===== config.mk =====
export PLATFORM = sky130hd
export DESIGN_NAME = ws2812_tx_phy
export DESIGN_NICKNAME = d
export VERILOG_FILES = /design/src/rtl/ws2812_tx_phy.sv
export SDC_FILE = /design/constraint.sdc
export NUM_CORES = 1
export LEC_CHECK = 0
export ABC_AREA = 1
export CAP_MARGIN = 20
export CORE_MARGIN = 1
export CORE_UTILIZATION = 45
export DETAILED_ROUTE_END_ITERATION = 10
export DONT_BUFFER_PORTS = 1
export GPL_TIMING_DRIVEN = 1
export SYNTH_ARGS = -nofsm -noshare
export SYNTH_HDL_FRONTEND = slang
export SYNTH_SLANG_ARGS = --single-unit

===== constraint.sdc =====
create_clock -name clk -period 8.74 [get_ports clk]
set_clock_uncertainty 0.15 [all_clocks]
set_input_delay 2.622 -clock clk [delete_from_list [all_inputs] [get_ports clk]]
set_output_delay 2.622 -clock clk [all_outputs]
set_load 0.02 [all_outputs]

===== src/rtl/ws2812_tx_phy.sv =====
// WS2812 single-wire LED transmitter: pops RGB444 pixels from a FIFO, sends them as
// GRB888 pulse-width-coded bits with one-pixel prefetch, then holds the line low to latch.
module ws2812_tx_phy #(
  parameter int LED_NUM   = 46,
  parameter int BIT_CYC   = 62,
  parameter int T0H_CYC   = 20,
  parameter int T1H_CYC   = 40,
  parameter int RESET_CYC = 15000
) (
  input  logic        clk,
  input  logic        rstn,
  input  logic        send_start,
  input  logic        fifo_empty,
  input  logic [11:0] fifo_rdata,
  output logic        fifo_rd,
  output logic        dout,
  output logic        busy,
  output logic        done,
  output logic        err
);

  localparam int BCW = (BIT_CYC > 1) ? $clog2(BIT_CYC) : 1;
  localparam int PCW = $clog2(LED_NUM + 1);
  localparam int LCW = (RESET_CYC > 1) ? $clog2(RESET_CYC) : 1;
  localparam logic [BCW-1:0] BIT_LAST   = BCW'(BIT_CYC - 1);
  localparam logic [BCW-1:0] T0H        = BCW'(T0H_CYC);
  localparam logic [BCW-1:0] T1H        = BCW'(T1H_CYC);
  localparam logic [PCW-1:0] PIX_MAX    = PCW'(LED_NUM);
  localparam logic [LCW-1:0] LATCH_LAST = LCW'(RESET_CYC - 1);

  typedef enum logic [2:0] {IDLE, FETCH, LOAD, SHIFT, LATCH} state_t;

  state_t         state_q, state_d;
  logic [BCW-1:0] bit_cnt_q, bit_cnt_d;
  logic [4:0]     bit_idx_q, bit_idx_d;
  logic [PCW-1:0] pix_cnt_q, pix_cnt_d;
  logic [23:0]    shift_q, shift_d;
  logic [11:0]    pf_q, pf_d;
  logic           pf_valid_q, pf_valid_d;
  logic           rd_pend_q, rd_pend_d;
  logic           uf_q, uf_d;
  logic [LCW-1:0] latch_cnt_q, latch_cnt_d;
  logic           dout_q, dout_d;
  logic           busy_q, busy_d;
  logic           done_q, done_d;
  logic           err_q, err_d;
  logic [BCW-1:0] high_len;

  // Nibble n becomes byte {n,n}; wire order is G, R, B.
  function automatic logic [23:0] expand(input logic [11:0] p);
    return {p[7:4], p[7:4], p[3:0], p[3:0], p[11:8], p[11:8]};
  endfunction

  always_ff @(posedge clk or negedge rstn) begin
    if (!rstn) begin
      state_q     <= IDLE;
      bit_cnt_q   <= '0;
      bit_idx_q   <= '0;
      pix_cnt_q   <= '0;
      shift_q     <= '0;
      pf_q        <= '0;
      pf_valid_q  <= 1'b0;
      rd_pend_q   <= 1'b0;
      uf_q        <= 1'b0;
      latch_cnt_q <= '0;
      dout_q      <= 1'b0;
      busy_q      <= 1'b0;
      done_q      <= 1'b0;
      err_q       <= 1'b0;
    end else begin
      state_q     <= state_d;
      bit_cnt_q   <= bit_cnt_d;
      bit_idx_q   <= bit_idx_d;
      pix_cnt_q   <= pix_cnt_d;
      shift_q     <= shift_d;
      pf_q        <= pf_d;
      pf_valid_q  <= pf_valid_d;
      rd_pend_q   <= rd_pend_d;
      uf_q        <= uf_d;
      latch_cnt_q <= latch_cnt_d;
      dout_q      <= dout_d;
      busy_q      <= busy_d;
      done_q      <= done_d;
      err_q       <= err_d;
    end
  end

  always_comb begin
    state_d     = state_q;
    bit_cnt_d   = bit_cnt_q;
    bit_idx_d   = bit_idx_q;
    pix_cnt_d   = pix_cnt_q;
    shift_d     = shift_q;
    pf_d        = pf_q;
    pf_valid_d  = pf_valid_q;
    rd_pend_d   = rd_pend_q;
    uf_d        = uf_q;
    latch_cnt_d = latch_cnt_q;
    fifo_rd     = 1'b0;
    done_d      = 1'b0;
    err_d       = 1'b0;
    case (state_q)
      IDLE: begin
        if (send_start) begin
          if (fifo_empty) err_d = 1'b1;
          else            state_d = FETCH;
        end
      end
      FETCH: begin
        fifo_rd = 1'b1;
        state_d = LOAD;
      end
      LOAD: begin
        shift_d    = expand(fifo_rdata);
        bit_idx_d  = 5'd23;
        bit_cnt_d  = '0;
        pix_cnt_d  = PCW'(1);
        pf_valid_d = 1'b0;
        rd_pend_d  = 1'b0;
        uf_d       = 1'b0;
        state_d    = SHIFT;
      end
      SHIFT: begin
        if (rd_pend_q) begin
          pf_d       = fifo_rdata;
          pf_valid_d = 1'b1;
          rd_pend_d  = 1'b0;
        end
        // Fetch the next pixel at the very start of the current one, a full pixel time ahead.
        if (bit_idx_q == 5'd23 && bit_cnt_q == '0 && pix_cnt_q < PIX_MAX) begin
          if (fifo_empty) begin
            uf_d = 1'b1;
          end else begin
            fifo_rd   = 1'b1;
            rd_pend_d = 1'b1;
          end
        end
        if (bit_cnt_q == BIT_LAST) begin
          bit_cnt_d = '0;
          if (bit_idx_q == 5'd0) begin
            if (pf_valid_q) begin
              shift_d    = expand(pf_q);
              bit_idx_d  = 5'd23;
              pix_cnt_d  = pix_cnt_q + 1'b1;
              pf_valid_d = 1'b0;
            end else begin
              state_d     = LATCH;
              latch_cnt_d = '0;
              err_d       = uf_q;
            end
          end else begin
            bit_idx_d = bit_idx_q - 5'd1;
          end
        end else begin
          bit_cnt_d = bit_cnt_q + 1'b1;
        end
      end
      LATCH: begin
        if (latch_cnt_q == LATCH_LAST) begin
          latch_cnt_d = '0;
          done_d      = 1'b1;
          state_d     = IDLE;
        end else begin
          latch_cnt_d = latch_cnt_q + 1'b1;
        end
      end
      default: state_d = IDLE;
    endcase
  end

  // dout is computed from next-state values so the registered line matches the bit phase.
  always_comb begin
    high_len = shift_d[bit_idx_d] ? T1H : T0H;
    dout_d   = (state_d == SHIFT) && (bit_cnt_d < high_len);
    busy_d   = (state_d != IDLE);
  end

  assign dout = dout_q;
  assign busy = busy_q;
  assign done = done_q;
  assign err  = err_q;

endmodule


# After elaboration in Yosys (flattened, before gate mapping)

Cells that the tools add are included.

Memories kept: 0
Register bits: 77
Bits in latches: 0
Input port bits: 16
Output and inout port bits: 5
ROM bits: 0
Memory bits (writable): 0

Order comparisons: 3
Bitwise logic cells: 0
Divide/modulo/power cells: 0
Reductions and logical operators: 13
Equality and inequality tests: 14
Multipliers: 0
Mux-type cells: 49
Shift operators: 0
Add/subtract/negate cells: 4

Operators by type and width:

| operator              | number |
|---|---|
| $mux 24               | 3 |
| $mux 14               | 4 |
| $pmux 24 s2           | 1 |
| $mux 6                | 5 |
| $pmux 14 s2           | 1 |
| $pmux 6 s2            | 2 |
| $mux 3                | 6 |
| $mux 1                | 16 |
| $mux 5                | 3 |
| $pmux 3 s5            | 1 |
| $add 14x1->14 const B | 1 |
| $eq 14x14->1 const B  | 1 |
| $add 6x1->6 const B   | 2 |
| $ne 2x2->1 const B    | 6 |
| $pmux 1 s2            | 5 |
| $pmux 5 s2            | 1 |
| $eq 3x2->1 const B    | 3 |
| $reduce_and 4->1      | 2 |
| $eq 6x6->1 const B    | 1 |
| $logic_not 6->1       | 1 |
| $lt 5x6->1 const B    | 1 |
| $lt 6x6->1            | 1 |
| $lt 6x6->1 const B    | 1 |
| $bmux 1 s5            | 1 |
| other kinds (11)      | 14 |

# Depth between registers and ports, before layout

Depth in word-level cells: 9
Gate-level depth with buffers: 22

# Worst setup path after synthesis

No wires, ideal clock.

Path type: input to output
Start point: input fifo_empty
End point: output fifo_rd
Required time: 5,968 ps
Arrival time: 2,930 ps
Setup slack: 3,038 ps
Buffers on the path: 0
Cell stages on the path: 3
Cell sequence: inv_1 -> nand3_1 -> nand2_1

Cells in the longest elaborated chain, start to end: 3

RTL lines:

| element     | line | RTL |
|---|---|---|
| from (decl) | 13   | `input logic fifo_empty,` |
| $mux 1      | 131  | `if (fifo_empty) begin` |
| $mux 1      | --   |  |
| $pmux 1 s2  | 102  | `case (state_q)` |
| to (decl)   | 15   | `output logic fifo_rd,` |

No other way between the ends.

# Worst setup path in the final report

Same ends and word-level chain as after synthesis.

==> results.cfg <==
[outcome]
status = complete, no violations

[worst_setup_path]
crit_fanout = 3
path_cells = inv_1 > nand3_1 > nand2_1
cpPeakStageDelay_ns = 0.21
slowest_stage = nand2_1
crit_family = simple AND/OR/NAND/NOR gates
endpoint_kind = primary output
start_kind = input pin
required_ns = 5.97
critPathBufInv = 1
worstPathArrival_ns = 2.97
critPathKind = input pin to primary output

[timing]
fin_crit_ns = 5.74
slew_viol_final = 0
max_freq_mhz = 174
slew_headroom_pct = 44.0
hold_violations = 0
fin_tns_setup_ns = 0
rsz0062_at_grt = false
worst_pin_slew_ns = 0.839
period_share_pct = 65.7
setup_viol = 0

[logic_synthesis]
yosys_register_bits = 77
synth-seq-area-share_pct = 45.1
synth_top_area_share_pct = 45.1
syn_area_um2 = 4270
syn_nets = 564
yosys_warnings = 0
synthCells = 538
synth_area_leaders = dfrtp_1 (45%), nand2_1 (10%), nand3_1 (6.7%), inv_1 (6.3%), nor2_1 (3.6%)
synth_largest_area_cell = dfrtp_1
syn_area_per_cell_um2 = 7.93
synth.distinct_cells = 45

[job]
maxCapViolations = 0

[layout]
final_common_cell = nand2_1
areaGrowthSynthToFinish_pct = 5.72
mostFrequentLayoutCells = nand2_1 (115), dfrtp_1 (77), inv_1 (72), nand3_1 (57), nor2_1 (41)
fill_cells = 882
multiInputGateArea_um2 = 1960
seq_area_um2 = 1930
stdcell_count = 651
layout-drive-gt1-share_pct = 8.33
layout.nets = 562
diodes = 0

[floorplanning]
row_count = 35
num_io_pins = 21
die_x_um = 99.4
die_h_um = 99.4
coreArea_um2 = 9200
start_util_pct = 46.4
dieArea_um2 = 9880

[placement]
place_hpwl_um = 6470
place.gp.congestion = 0.846
port_buffers = 0
placed_cells = 636

[clocking]
clkLatencyLatePin_ns = 0.36
cts_buffers = 9
cts_buffer_depth = 2
postCtsHoldBufs = 0
post-cts-setup-buffers = 0
tritoncts = yes
cts.reportedPaths.clkPinSlew_ns = 0.08
cts_root_buf = clkbuf_8
htreeDepth = 3
cts.sinks = 77
cts_resized = 0

[worst_hold_path]
hp-class = register to register

[route]
drtIter0Drc = 173
first_pass_iters = 5
wl_um = 9370
antenna_left = 0
vias = 3437
wl_per_cell_um = 14.4
routed_via_density = 5.28
drc = 0

[power_and_ir_drop]
p_per_area_nw_per_um2 = 147
peakVddDrop_mv = 0.0849
p_leak_nw = 2.23

[global_route]
antenna_found_initial = 0
grt_pass1_wl_um = 15900
grt_pass1_vias = 3334
track_usage_pct = 20.8
grt_max_degree = 78
gr-total-overflow = 0
worst reg2reg max path: cells and delay by family, from the launching register on:
family / cells / cell delay, ns
AOI/OAI and AO/OA: 2 / 0.26
buffers and inverters: 2 / 0.39
adders and majority gates: 1 / 0.29
and+or+nand+nor: 14 / 2.10
DFF: 1 / 0.59
worst paths after layout:
path | startpoint | end | slack, ns | cells past startpoint
setup reg to reg | state_q[0] | dout | 4.91 | 19
hold reg to reg | pf_q[1] | pf_q[1] | 0.34 | 2
setup / recovery | fifo_empty | fifo_rd | 3.00 | 3
min in group asynchronous | rstn | latch_cnt_q[7] | 1.79 | 0
max in group asynchronous | rstn | pf_q[9] | 6.52 | 0
hold / removal | pf_q[1] | pf_q[1] | 0.34 | 2
per-stage QoR:
stage / power [mW] / setup slack, ns / util [%] / cell area, um^2 / hold WS, ns
3_3_place_gp: 0.399 / 3.01 / 47.0 / 4320 / 0.320
2_1_floorplan: 0.395 / 3.04 / - / 4270 / 0.300
3_5_place_dp: 0.401 / 2.99 / 47.0 / 4320 / 0.327
6_report: 0.664 / 3.00 / 49.1 / 4510 / 0.344
4_1_cts: 0.672 / 2.99 / 49.1 / 4510 / 0.347
5_1_grt: 0.690 / 2.94 / 49.1 / 4510 / 0.359
area by class of cell:
class	count	share of cell area (%)
Clock inverter	4	1.08
Multi-Input combinational cell	368	43.3
Tap cell	111	3.08
Clock buffer	11	3.13
Inverter	80	6.66
Sequential cell	77	42.7
cell families (layout without fill, tap and decap cells):
kind of cell | after synthesis | count (layout) | share of synthesized area, %
xor+xnor | 5 | 5 | 1.03
flops | 77 | 77 | 45.1
simple gates | 269 | 269 | 30.0
buf+inv | 93 | 95 | 9.03
fa+ha+maj | 10 | 10 | 2.93
compound gates | 84 | 84 | 11.9
synth_stat cells (all sizes together):
cell and number:
nand2 120, inv 79, dfrtp 77, nand3 62, nor2 47, a21oi 32, o21ai 31, nor3 15
ha 10, buf 8, nand4 8, nor4 6, a31oi 5, clkbuf 5, a211oi 4, and2 4
xor2 4, nor3b 3, o22ai 3, a22oi 2, a32o 2, nand3b 2, o21bai 2, a311oi 1
and3 1, clkinv 1, o211ai 1, o31ai 1, or2 1, xnor2 1
where the power goes:
part | total (mW) | internal (mW) | switching, mW
Clock | 0.271 | 0.138 | 0.133
Sequential | 0.371 | 0.366 | 0.00519
Combinational | 0.0221 | 0.00896 | 0.0131
Total | 0.664 | 0.513 | 0.151
per-layer routing:
| layer | share of wire, % | wire length, um | GRT usage [%] | vias to the layer above |
|---|---|---|---|---|
| met5 | 0 | 0 | 0 | - |
| met4 | 1.8 | 173 | 10.1 | 0 |
| met3 | 3.7 | 347 | 2.88 | 12 |
| met2 | 47 | 4360 | 32.9 | 65 |
| met1 | 48 | 4490 | 28.1 | 1604 |
| li1 | - | - | - | 1756 |
sequential cells by signal, indices dropped and copies added, names as in the netlist, 3 cells and up:
register / flops
bit_cnt_q: 6
bit_idx_q: 5
latch_cnt_q: 14
pf_q: 12
pix_cnt_q: 6
shift_q: 24
state_q: 3
No activity file was read; power rests on OpenSTA's default activity.
